File: src/rtl/sa_pkg.sv
// Shared definitions for the systolic-array front end: default operand width,
// row count and the row feeder's replay FSM states.
package sa_pkg;

  localparam int DEFAULT_DATA_WIDTH = 8;
  localparam int NUM_ROWS           = 3;

  typedef enum logic [1:0] {
    IDLE  = 2'd0,
    RUN   = 2'd1,
    DRAIN = 2'd2,
    DONE  = 2'd3
  } state_t;

endpackage

File: src/rtl/skew_delay.sv
// N-stage shift register that delays a data word and its valid qualifier
// together, with asynchronous active-low clear.
module skew_delay #(
  parameter int N = 1,
  parameter int W = 8
) (
  input  logic         clk,
  input  logic         rst_n,
  input  logic [W-1:0] data_i,
  input  logic         valid_i,
  output logic [W-1:0] data_o,
  output logic         valid_o
);

  logic [W-1:0] data_q [N];
  logic [N-1:0] valid_q;

  // NOTE: sequential state is assigned with <= so every stage samples the
  // value its predecessor held before the edge.
  always_ff @(posedge clk or negedge rst_n) begin
    if (!rst_n) begin
      for (int i = 0; i < N; i++) data_q[i] <= '0;
      valid_q <= '0;
    end else begin
      data_q[0]  <= data_i;
      valid_q[0] <= valid_i;
      for (int i = 1; i < N; i++) begin
        data_q[i]  <= data_q[i-1];
        valid_q[i] <= valid_q[i-1];
      end
    end
  end

  assign data_o  = data_q[N-1];
  assign valid_o = valid_q[N-1];

endmodule

File: src/rtl/row_skew_feeder.sv
// Row-side input stage: buffers operands per row and replays them on start.
// Define ROW_FEEDER_SKEW_EN to delay row 2 by one and row 3 by two cycles.
module row_skew_feeder
  import sa_pkg::*;
#(
  parameter int DATA_WIDTH = DEFAULT_DATA_WIDTH,
  parameter int DEPTH      = 16,
  parameter int AW         = $clog2(DEPTH)
) (
  input  logic                  clk,
  input  logic                  rst,
  input  logic                  wr_en,
  input  logic [1:0]            wr_row,
  input  logic [DATA_WIDTH-1:0] wr_data,
  input  logic                  start,
  input  logic [AW:0]           len,
  output logic [NUM_ROWS-1:0]   wr_full,
  output logic                  busy,
  output logic                  done,
  output logic [DATA_WIDTH-1:0] data_row1,
  output logic [DATA_WIDTH-1:0] data_row2,
  output logic [DATA_WIDTH-1:0] data_row3,
  output logic                  valid_row1,
  output logic                  valid_row2,
  output logic                  valid_row3
);

  localparam logic [AW:0] DEPTH_C = (AW+1)'(DEPTH);

  logic [DATA_WIDTH-1:0] mem_q [NUM_ROWS][DEPTH];
  logic [AW:0]           wcnt_q [NUM_ROWS];
  logic [NUM_ROWS-1:0]   wr_sel;

  state_t      state_q, state_d;
  logic [AW-1:0] k_q, k_d;
  logic [AW:0] len_q, len_d;
  logic        drain_q, drain_d;
  logic        clr_wcnt;

  logic [DATA_WIDTH-1:0] rd_data [NUM_ROWS];
  logic                  row_valid;

  always_comb begin
    for (int r = 0; r < NUM_ROWS; r++) begin
      wr_full[r] = (wcnt_q[r] == DEPTH_C);
      wr_sel[r]  = wr_en && (state_q == IDLE) && (wr_row == 2'(r + 1)) && !wr_full[r];
    end
  end

  // NOTE: the buffer array has no reset so it maps onto plain RAM; its
  // contents are meaningless until the write counters say otherwise.
  always_ff @(posedge clk) begin
    for (int r = 0; r < NUM_ROWS; r++)
      if (wr_sel[r]) mem_q[r][wcnt_q[r][AW-1:0]] <= wr_data;
  end

  always_ff @(posedge clk or negedge rst) begin
    if (!rst) begin
      for (int r = 0; r < NUM_ROWS; r++) wcnt_q[r] <= '0;
    end else begin
      for (int r = 0; r < NUM_ROWS; r++) begin
        if (clr_wcnt)       wcnt_q[r] <= '0;
        else if (wr_sel[r]) wcnt_q[r] <= wcnt_q[r] + 1'b1;
      end
    end
  end

  always_ff @(posedge clk or negedge rst) begin
    if (!rst) begin
      state_q <= IDLE;
      k_q     <= '0;
      len_q   <= '0;
      drain_q <= 1'b0;
    end else begin
      state_q <= state_d;
      k_q     <= k_d;
      len_q   <= len_d;
      drain_q <= drain_d;
    end
  end

  // NOTE: every signal driven here gets a default first, so no path through
  // the case statement can leave one unassigned and infer a latch.
  always_comb begin
    state_d  = state_q;
    k_d      = k_q;
    len_d    = len_q;
    drain_d  = drain_q;
    clr_wcnt = 1'b0;
    case (state_q)
      IDLE: begin
        if (start && (len != '0) && (len <= DEPTH_C)) begin
          len_d   = len;
          k_d     = '0;
          state_d = RUN;
        end
      end
      RUN: begin
        k_d = k_q + 1'b1;
        if ({1'b0, k_q} == len_q - 1'b1) begin
`ifdef ROW_FEEDER_SKEW_EN
          drain_d = 1'b0;
          state_d = DRAIN;
`else
          state_d = DONE;
`endif
        end
      end
      DRAIN: begin
        // Two cycles let the deepest skew stage empty before done.
        drain_d = 1'b1;
        if (drain_q) state_d = DONE;
      end
      DONE: begin
        clr_wcnt = 1'b1;
        drain_d  = 1'b0;
        state_d  = IDLE;
      end
      default: state_d = IDLE;
    endcase
  end

  // Indices past a row's fill level read as zero but stay valid.
  always_comb begin
    for (int r = 0; r < NUM_ROWS; r++) begin
      rd_data[r] = '0;
      if ((state_q == RUN) && ({1'b0, k_q} < wcnt_q[r])) rd_data[r] = mem_q[r][k_q];
    end
  end

  assign row_valid  = (state_q == RUN);
  assign busy       = (state_q != IDLE);
  assign done       = (state_q == DONE);
  assign data_row1  = rd_data[0];
  assign valid_row1 = row_valid;

`ifdef ROW_FEEDER_SKEW_EN
  skew_delay #(.N(1), .W(DATA_WIDTH)) u_skew_row2 (
    .clk     (clk),
    .rst_n   (rst),
    .data_i  (rd_data[1]),
    .valid_i (row_valid),
    .data_o  (data_row2),
    .valid_o (valid_row2)
  );

  skew_delay #(.N(2), .W(DATA_WIDTH)) u_skew_row3 (
    .clk     (clk),
    .rst_n   (rst),
    .data_i  (rd_data[2]),
    .valid_i (row_valid),
    .data_o  (data_row3),
    .valid_o (valid_row3)
  );
`else
  assign data_row2  = rd_data[1];
  assign valid_row2 = row_valid;
  assign data_row3  = rd_data[2];
  assign valid_row3 = row_valid;
`endif

endmodule

File: config.mk
export PLATFORM = sky130hd
export DESIGN_NAME = row_skew_feeder
export DESIGN_NICKNAME = d
export VERILOG_FILES = /design/src/rtl/sa_pkg.sv /design/src/rtl/skew_delay.sv /design/src/rtl/row_skew_feeder.sv
export SDC_FILE = /design/constraint.sdc
export NUM_CORES = 1
export LEC_CHECK = 0
export BUFFER_PORTS_ARGS = -buffer_cell sky130_fd_sc_hd__buf_4
export CAP_MARGIN = 20
export CORE_MARGIN = 1
export CORE_UTILIZATION = 55
export CTS_CLUSTER_DIAMETER = 60
export DETAILED_ROUTE_END_ITERATION = 10
export GPL_TIMING_DRIVEN = 0
export MAX_ROUTING_LAYER = met4
export PLACE_DENSITY_LB_ADDON = 0.05
export SETUP_SLACK_MARGIN = 0.1
export SKIP_CTS_REPAIR_TIMING = 1
export SLEW_MARGIN = 10
export SYNTH_ARGS = -nofsm -noshare
export SYNTH_HDL_FRONTEND = slang
export SYNTH_SLANG_ARGS = --single-unit
File: constraint.sdc
create_clock -name clk -period 7.9 [get_ports clk]
set_clock_uncertainty 0.2 [all_clocks]
set_input_delay 1.58 -clock clk [delete_from_list [all_inputs] [get_ports clk]]
set_output_delay 1.58 -clock clk [all_outputs]
set_load 0.1 [all_outputs]
==> reports/qor.csv, run 1 <==
stage,metric,value,unit
detailed_routing,first drt pass iteration count,7,
die,core box area,30000,um^2
final_layout,nets@finish,982,
grt,vias in the first global route,8555,
sta,"Worst Setup Slack, final",2.35,ns
sta,unrepaired setup endpoints after global routing,false,
place,RD Place Congestion,0.817,
power_and_ir_drop,power density cells,332,nW/um^2
min_path,Hold Path Class,flip-flop to flip-flop,
logic_synthesis,area share of the leading cell type in the synthesized netlist,68.3,%
sta,achievable frequency,180,MHz
detailed_routing,Via density,6.26,
sta,Final Hold Fails,0,
final_layout,"commonest non-fill, non-tap cell in the layout",edfxtp_1,
power_and_ir_drop,VDD IR max,0.244,mV
power_and_ir_drop,clock network power share,30.7,%
sta,max-slew violations,0,
setup_path,Worst Path Required,6.12,ns
grt,All-Layer GR Usage,26.7,%
logic_synthesis,Post-Synth Simple-Gate Area,3.55,%
final_layout,Finished Cell Area,19100,um^2
power_and_ir_drop,sequential power share,37.8,%
place,Setup WS pre-CTS,2.89,ns
clock_tree,CTS tree,yes,
logic_synthesis,Synth area leader,edfxtp_1,
sta,sum of negative setup slack,0,ns
final_layout,post-route insts no fill,1359,
clock_tree,Root Buffer,clkbuf_16,
detailed_routing,WL final,38800,um
final_layout,most frequent cells in the layout,"edfxtp_1, mux4_2, buf_4, clkbuf_16, nor2_1",
clock_tree,worst skew pair latency,0.53,ns
die,die width,177,um
place,Placed Cells,1280,
detailed_routing,initial detailed-routing violation count,922,
logic_synthesis,yosys warns,0,
place,dpl cell area,17800,um^2
setup_path,Startpoint Class,flip-flop,
detailed_routing,DR DRC count,0,
logic_synthesis,Mapped Cells,840,
grt,largest net degree at the start of global routing,49,
power_and_ir_drop,Internal Power,4.16,mW
final_layout,proportion of layout cells with a drive suffix above 1,27.0,%
logic_synthesis,post-synth net total,887,
detailed_routing,ANT nets after route,0,
clock_tree,CTS max path bufs,3,
logic_synthesis,post-synthesis xor/xnor area fraction,0.830,%
die,row count,63,
clock_tree,H-tree depth,2,
sta,Final Cycle Share,70.3,%
power_and_ir_drop,Gate power share,31.4,%
setup_path,crit path DAT,3.77,ns
power_and_ir_drop,Psw,2.20,mW
sta,Setup Viol. Count Final,0,
logic_synthesis,sequential fraction of the synthesis area,72.3,%
final_layout,Final Util,63.9,%
sta,Rel. slew slack,29.1,%
final_layout,ANT cells,0,
run,max-cap violation count,0,
logic_synthesis,largest family of logic cells by synthesized area,multiplexers,
die,Die Ht,177,um
logic_synthesis,Compound-Gate Fraction of Synth Area,2.26,%
sta,worst-margin pin slew,1.06,ns
die,initial core utilization,56.3,%
logic_synthesis,top post-synthesis cells by area,"edfxtp_1, mux4_2, dfrtp_1",
place,HPWL after detailed placement,25600,um
logic_synthesis,Yosys reg bits,411,
final_layout,P&R area growth vs syn,13.4,%
place,IO buf count,50,
clock_tree,# clock sinks,411,
detailed_routing,vias,8507,
setup_path,Setup Crit Path Kind,flip-flop to output pin,
grt,GRT Residual Overflow,0,
logic_synthesis,Cell variety after synth,43,
detailed_routing,Avg WL per Cell,28.6,um
die,Total Die Area,31400,um^2
grt,global-route wire length before repair,56600,um
setup_path,Critical Path End Type,output pin,
grt,initial antenna violation count,0,
logic_synthesis,"Cell Area, Synth",16900,um^2
logic_synthesis,adder-cell share of the synthesized area,2.08,%
power_and_ir_drop,Sw Share,34.6,%
clock_tree,clock slew at reported path FFs,0.06,ns
logic_synthesis,syn avg cell area,20.1,um^2
setup_path,crit-path max FO,10,
clock_tree,Num CTS Buffers,42,
status,status,"complete, no violations",
sta,fin crit period,5.55,ns
logic_synthesis,mux contribution to synthesized area,16.6,%
power_and_ir_drop,leak pwr,6.46,nW
die,# IOs,51,
-- worst max-delay path, stage by stage (launching register included) --
cell and delay, ns:
dfrtp_1 0.45, buf_2 0.39, buf_2 0.43, buf_1 0.77
mux4_2 0.37, clkinv_1 0.06, a211oi_1 0.38, buf_4 0.37
-- cell families (layout without fill, tap and decap cells) --
kind of cell    count (synthesis)  in the layout
compound gates                 53             53
xor+xnor                       16             16
fa+ha+maj                      28             28
buf+inv                        83            212
flops                         411            411
mux                           133            133
simple gates                  116            116
-- stage by stage --
step                power [mW]  hold WS, ns
global placement          4.42        0.280
CTS                       6.39        0.309
floorplan                 3.91        0.260
detailed placement        4.45        0.295
finish                    6.36        0.314
global route              6.54        0.360
-- cell type report --
| cell class | instances | area (um^2) |
|---|---|---|
| Buffer | 39 | 229 |
| Clock buffer | 61 | 1200 |
| Clock inverter | 17 | 175 |
| Fill cell | 2070 | 10800 |
| Inverter | 44 | 165 |
| Multi-Input combinational cell | 346 | 4300 |
| Sequential cell | 411 | 12200 |
| Tap cell | 390 | 488 |
| Timing Repair Buffer | 51 | 387 |
-- power by group through the flow --
stage               Combinational, mW  Sequential [mW]  Clock (mW)
floorplan                        1.47             2.44           0
global placement                 1.97             2.45           0
detailed placement               2.00             2.45           0
CTS                              2.00             2.41        1.98
global route                     2.07             2.41        2.06
finish                           2.00             2.41        1.96
-- routing by layer --
metal / GRT usage (%) / vias to the layer above / wire, um
li1: - / 3599 / -
met1: 37.1 / 4499 / 16200
met2: 41.4 / 351 / 19000
met3: 4.45 / 58 / 2770
met4: 7.22 / 0 / 826
met5: - / - / 0
-- Yosys cell counts (all sizes together) --
library cell  count
nand2b            4
mux2i             7
nand4b            3
a22o              2
nand3b            1
or2               1
nor4b             1
buf              26
inv              22
nand4             1
mux2              9
nand2            17
or3               1
nor2             38
a31oi             1
and2             11
nand3             3
a21oi             8
o21ai             5
edfxtp          384
clkinv           22
xnor2            14
and4bb            1
nor3              7
a21o              9
nor4bb            1
o31ai             2
and3             21
ha               28
a211oi           24
mux4            117
xor2              2
nor4              4
o311ai            1
a221oi            1
and4              1
dfrtp            27
clkbuf           13
-- flip-flops by register name, summed over array words and instances (netlist names) --
signal / count
mem_q: 384
wcnt_q: 15
len_q: 5
k_q: 4
state_q: 2
drain_q: 1
-- worst paths after layout --
path	start	endpoint	slack (ns)	cells past startpoint
worst max-delay path	k_q[2]	data_row3[6]	2.35	7
worst min-delay path	drain_q	drain_q	0.31	2
worst max register to register	state_q[0]	mem_q[0][290]	4.86	6
worst min register to register	drain_q	drain_q	0.31	2
max in group asynchronous	rst	wcnt_q[14]	6.42	1
min in group asynchronous	rst	wcnt_q[1]	0.78	1
No activity file was read; power rests on OpenSTA's default activity.
==> run 2, diff against run 1 <==
==> constraint.sdc (replaced) <==
create_clock -name clk -period 4.7 [get_ports clk]
set_clock_uncertainty 0.2 [all_clocks]
set_input_delay 0.94 -clock clk [delete_from_list [all_inputs] [get_ports clk]]
set_output_delay 0.94 -clock clk [all_outputs]
set_load 0.1 [all_outputs]
==> reports/qor.csv, run 2 (synthesized netlist as in run 1, its figures left out) <==
stage,metric,value,unit
final_layout,post-route insts no fill,1358,
setup_path,crit path DAT,3.41,ns
detailed_routing,first drt pass iteration count,5,
sta,worst-margin pin slew,0.950,ns
grt,GRT Residual Overflow,0,
final_layout,nets@finish,983,
sta,fin crit period,4.55,ns
setup_path,Worst Path Required,3.56,ns
power_and_ir_drop,VDD IR max,0.482,mV
final_layout,Fillers,2090,
sta,max-slew violations,0,
grt,largest net degree at the start of global routing,49,
sta,Setup Viol. Count Final,0,
status,status,"complete, no violations",
final_layout,storage element area,12200,um^2
sta,"Worst Setup Slack, final",0.151,ns
power_and_ir_drop,Sw Share,35.3,%
setup_path,crit-path max FO,10,
sta,Rel. slew slack,36.7,%
die,# IOs,51,
place,Setup WS pre-CTS,0.352,ns
sta,Final Hold Fails,0,
clock_tree,# clock sinks,411,
final_layout,most frequent cells in the layout,"edfxtp_1, mux4_2, buf_4, clkbuf_16, nor2_1",
grt,initial antenna violation count,0,
clock_tree,H-tree depth,2,
detailed_routing,DR DRC count,0,
final_layout,"commonest non-fill, non-tap cell in the layout",edfxtp_1,
place,Placed Cells,1283,
power_and_ir_drop,Psw,3.72,mW
power_and_ir_drop,Gate power share,31.9,%
final_layout,proportion of layout cells with a drive suffix above 1,27.9,%
setup_path,Startpoint Class,flip-flop,
power_and_ir_drop,total power,10.6,mW
run,max-cap violation count,0,
sta,achievable frequency,220,MHz
clock_tree,worst skew pair latency,0.53,ns
die,die width,177,um
setup_path,Setup Crit Path Kind,flip-flop to output pin,
clock_tree,Num CTS Buffers,41,
grt,All-Layer GR Usage,27.0,%
power_and_ir_drop,leak pwr,6.45,nW
detailed_routing,ANT nets after route,0,
power_and_ir_drop,power density cells,553,nW/um^2
detailed_routing,Via density,6.28,
place,IO buf count,50,
detailed_routing,WL final,39300,um
die,Total Die Area,31400,um^2
place,HPWL after detailed placement,25300,um
min_path,Hold Path Class,primary input to async pin,
power_and_ir_drop,clock network power share,29.7,%
final_layout,max reg flops,384,
die,core box area,30000,um^2
detailed_routing,vias,8535,
grt,global-route wire length before repair,56800,um
final_layout,Final Util,63.7,%
clock_tree,CTS max path bufs,3,
final_layout,area of the multi-input gates,4300,um^2
clock_tree,CTS tree,yes,
power_and_ir_drop,Internal Power,6.84,mW
sta,unrepaired setup endpoints after global routing,true,
detailed_routing,initial detailed-routing violation count,799,
final_layout,P&R area growth vs syn,13.1,%
power_and_ir_drop,sequential power share,38.4,%
sta,sum of negative setup slack,0,ns
clock_tree,clock slew at reported path FFs,0.06,ns
die,row count,63,
die,initial core utilization,56.3,%
final_layout,ANT cells,0,
setup_path,Critical Path End Type,output pin,
clock_tree,Root Buffer,clkbuf_16,
sta,Final Cycle Share,96.8,%
grt,vias in the first global route,8649,
place,RD Place Congestion,0.827,
die,Die Ht,177,um
detailed_routing,Avg WL per Cell,28.9,um
run 2: critical path: stages (launching register included):
cell and delay, ns:
dfrtp_1 0.53, clkbuf_1 0.22, buf_1 0.74, mux4_2 0.38
mux4_2 0.24, clkinv_1 0.06, a211oi_1 0.35, buf_4 0.37
run 2: final timing paths:
kind / from / end / slack [ns] / cells past startpoint
min in group clk: drain_q / drain_q / 0.30 / 2
max: k_q[1] / data_row3[6] / 0.15 / 7
max reg2reg: state_q[0] / mem_q[0][356] / 1.71 / 6
min reg2reg: drain_q / drain_q / 0.30 / 2
max in group asynchronous: rst / wcnt_q[9] / 3.86 / 1
min: rst / wcnt_q[10] / 0.15 / 1
run 2: layout make-up:
| cell class | count | area share, % |
|---|---|---|
| flip-flops and latches | 411 | 63.9 |
| multi-input cells | 346 | 22.5 |
| clock buffers | 60 | 6.08 |
| well taps | 390 | 2.56 |
| repair buffers | 53 | 2.12 |
| plain buffers | 39 | 1.24 |
| inverters | 44 | 0.865 |
| clock inverters | 15 | 0.649 |
run 2: per-stage QoR:
step	area, um^2	hold WS, ns
6_report	19100	0.145
3_3_place_gp	17700	0.278
4_1_cts	19100	0.143
2_1_floorplan	16900	0.260
3_5_place_dp	17800	0.283
5_1_grt	19100	0.162
run 2: per-layer routing:
layer	vias up	wire length, um	share of wire, %	GRT usage [%]
met5	-	0	0	-
met3	64	3030	7.7	4.79
met2	340	19000	48	41.7
met4	0	856	2.2	7.15
met1	4511	16400	42	37.4
li1	3620	-	-	-
run 2: power groups by stage:
stage	sequential, mW	combinational, mW	clock (mW)
after floorplan	4.11	2.47	0
after global placement	4.13	3.34	0
after detailed placement	4.13	3.38	0
after CTS	4.05	3.39	3.16
after global routing	4.05	3.49	3.31
final	4.05	3.37	3.13
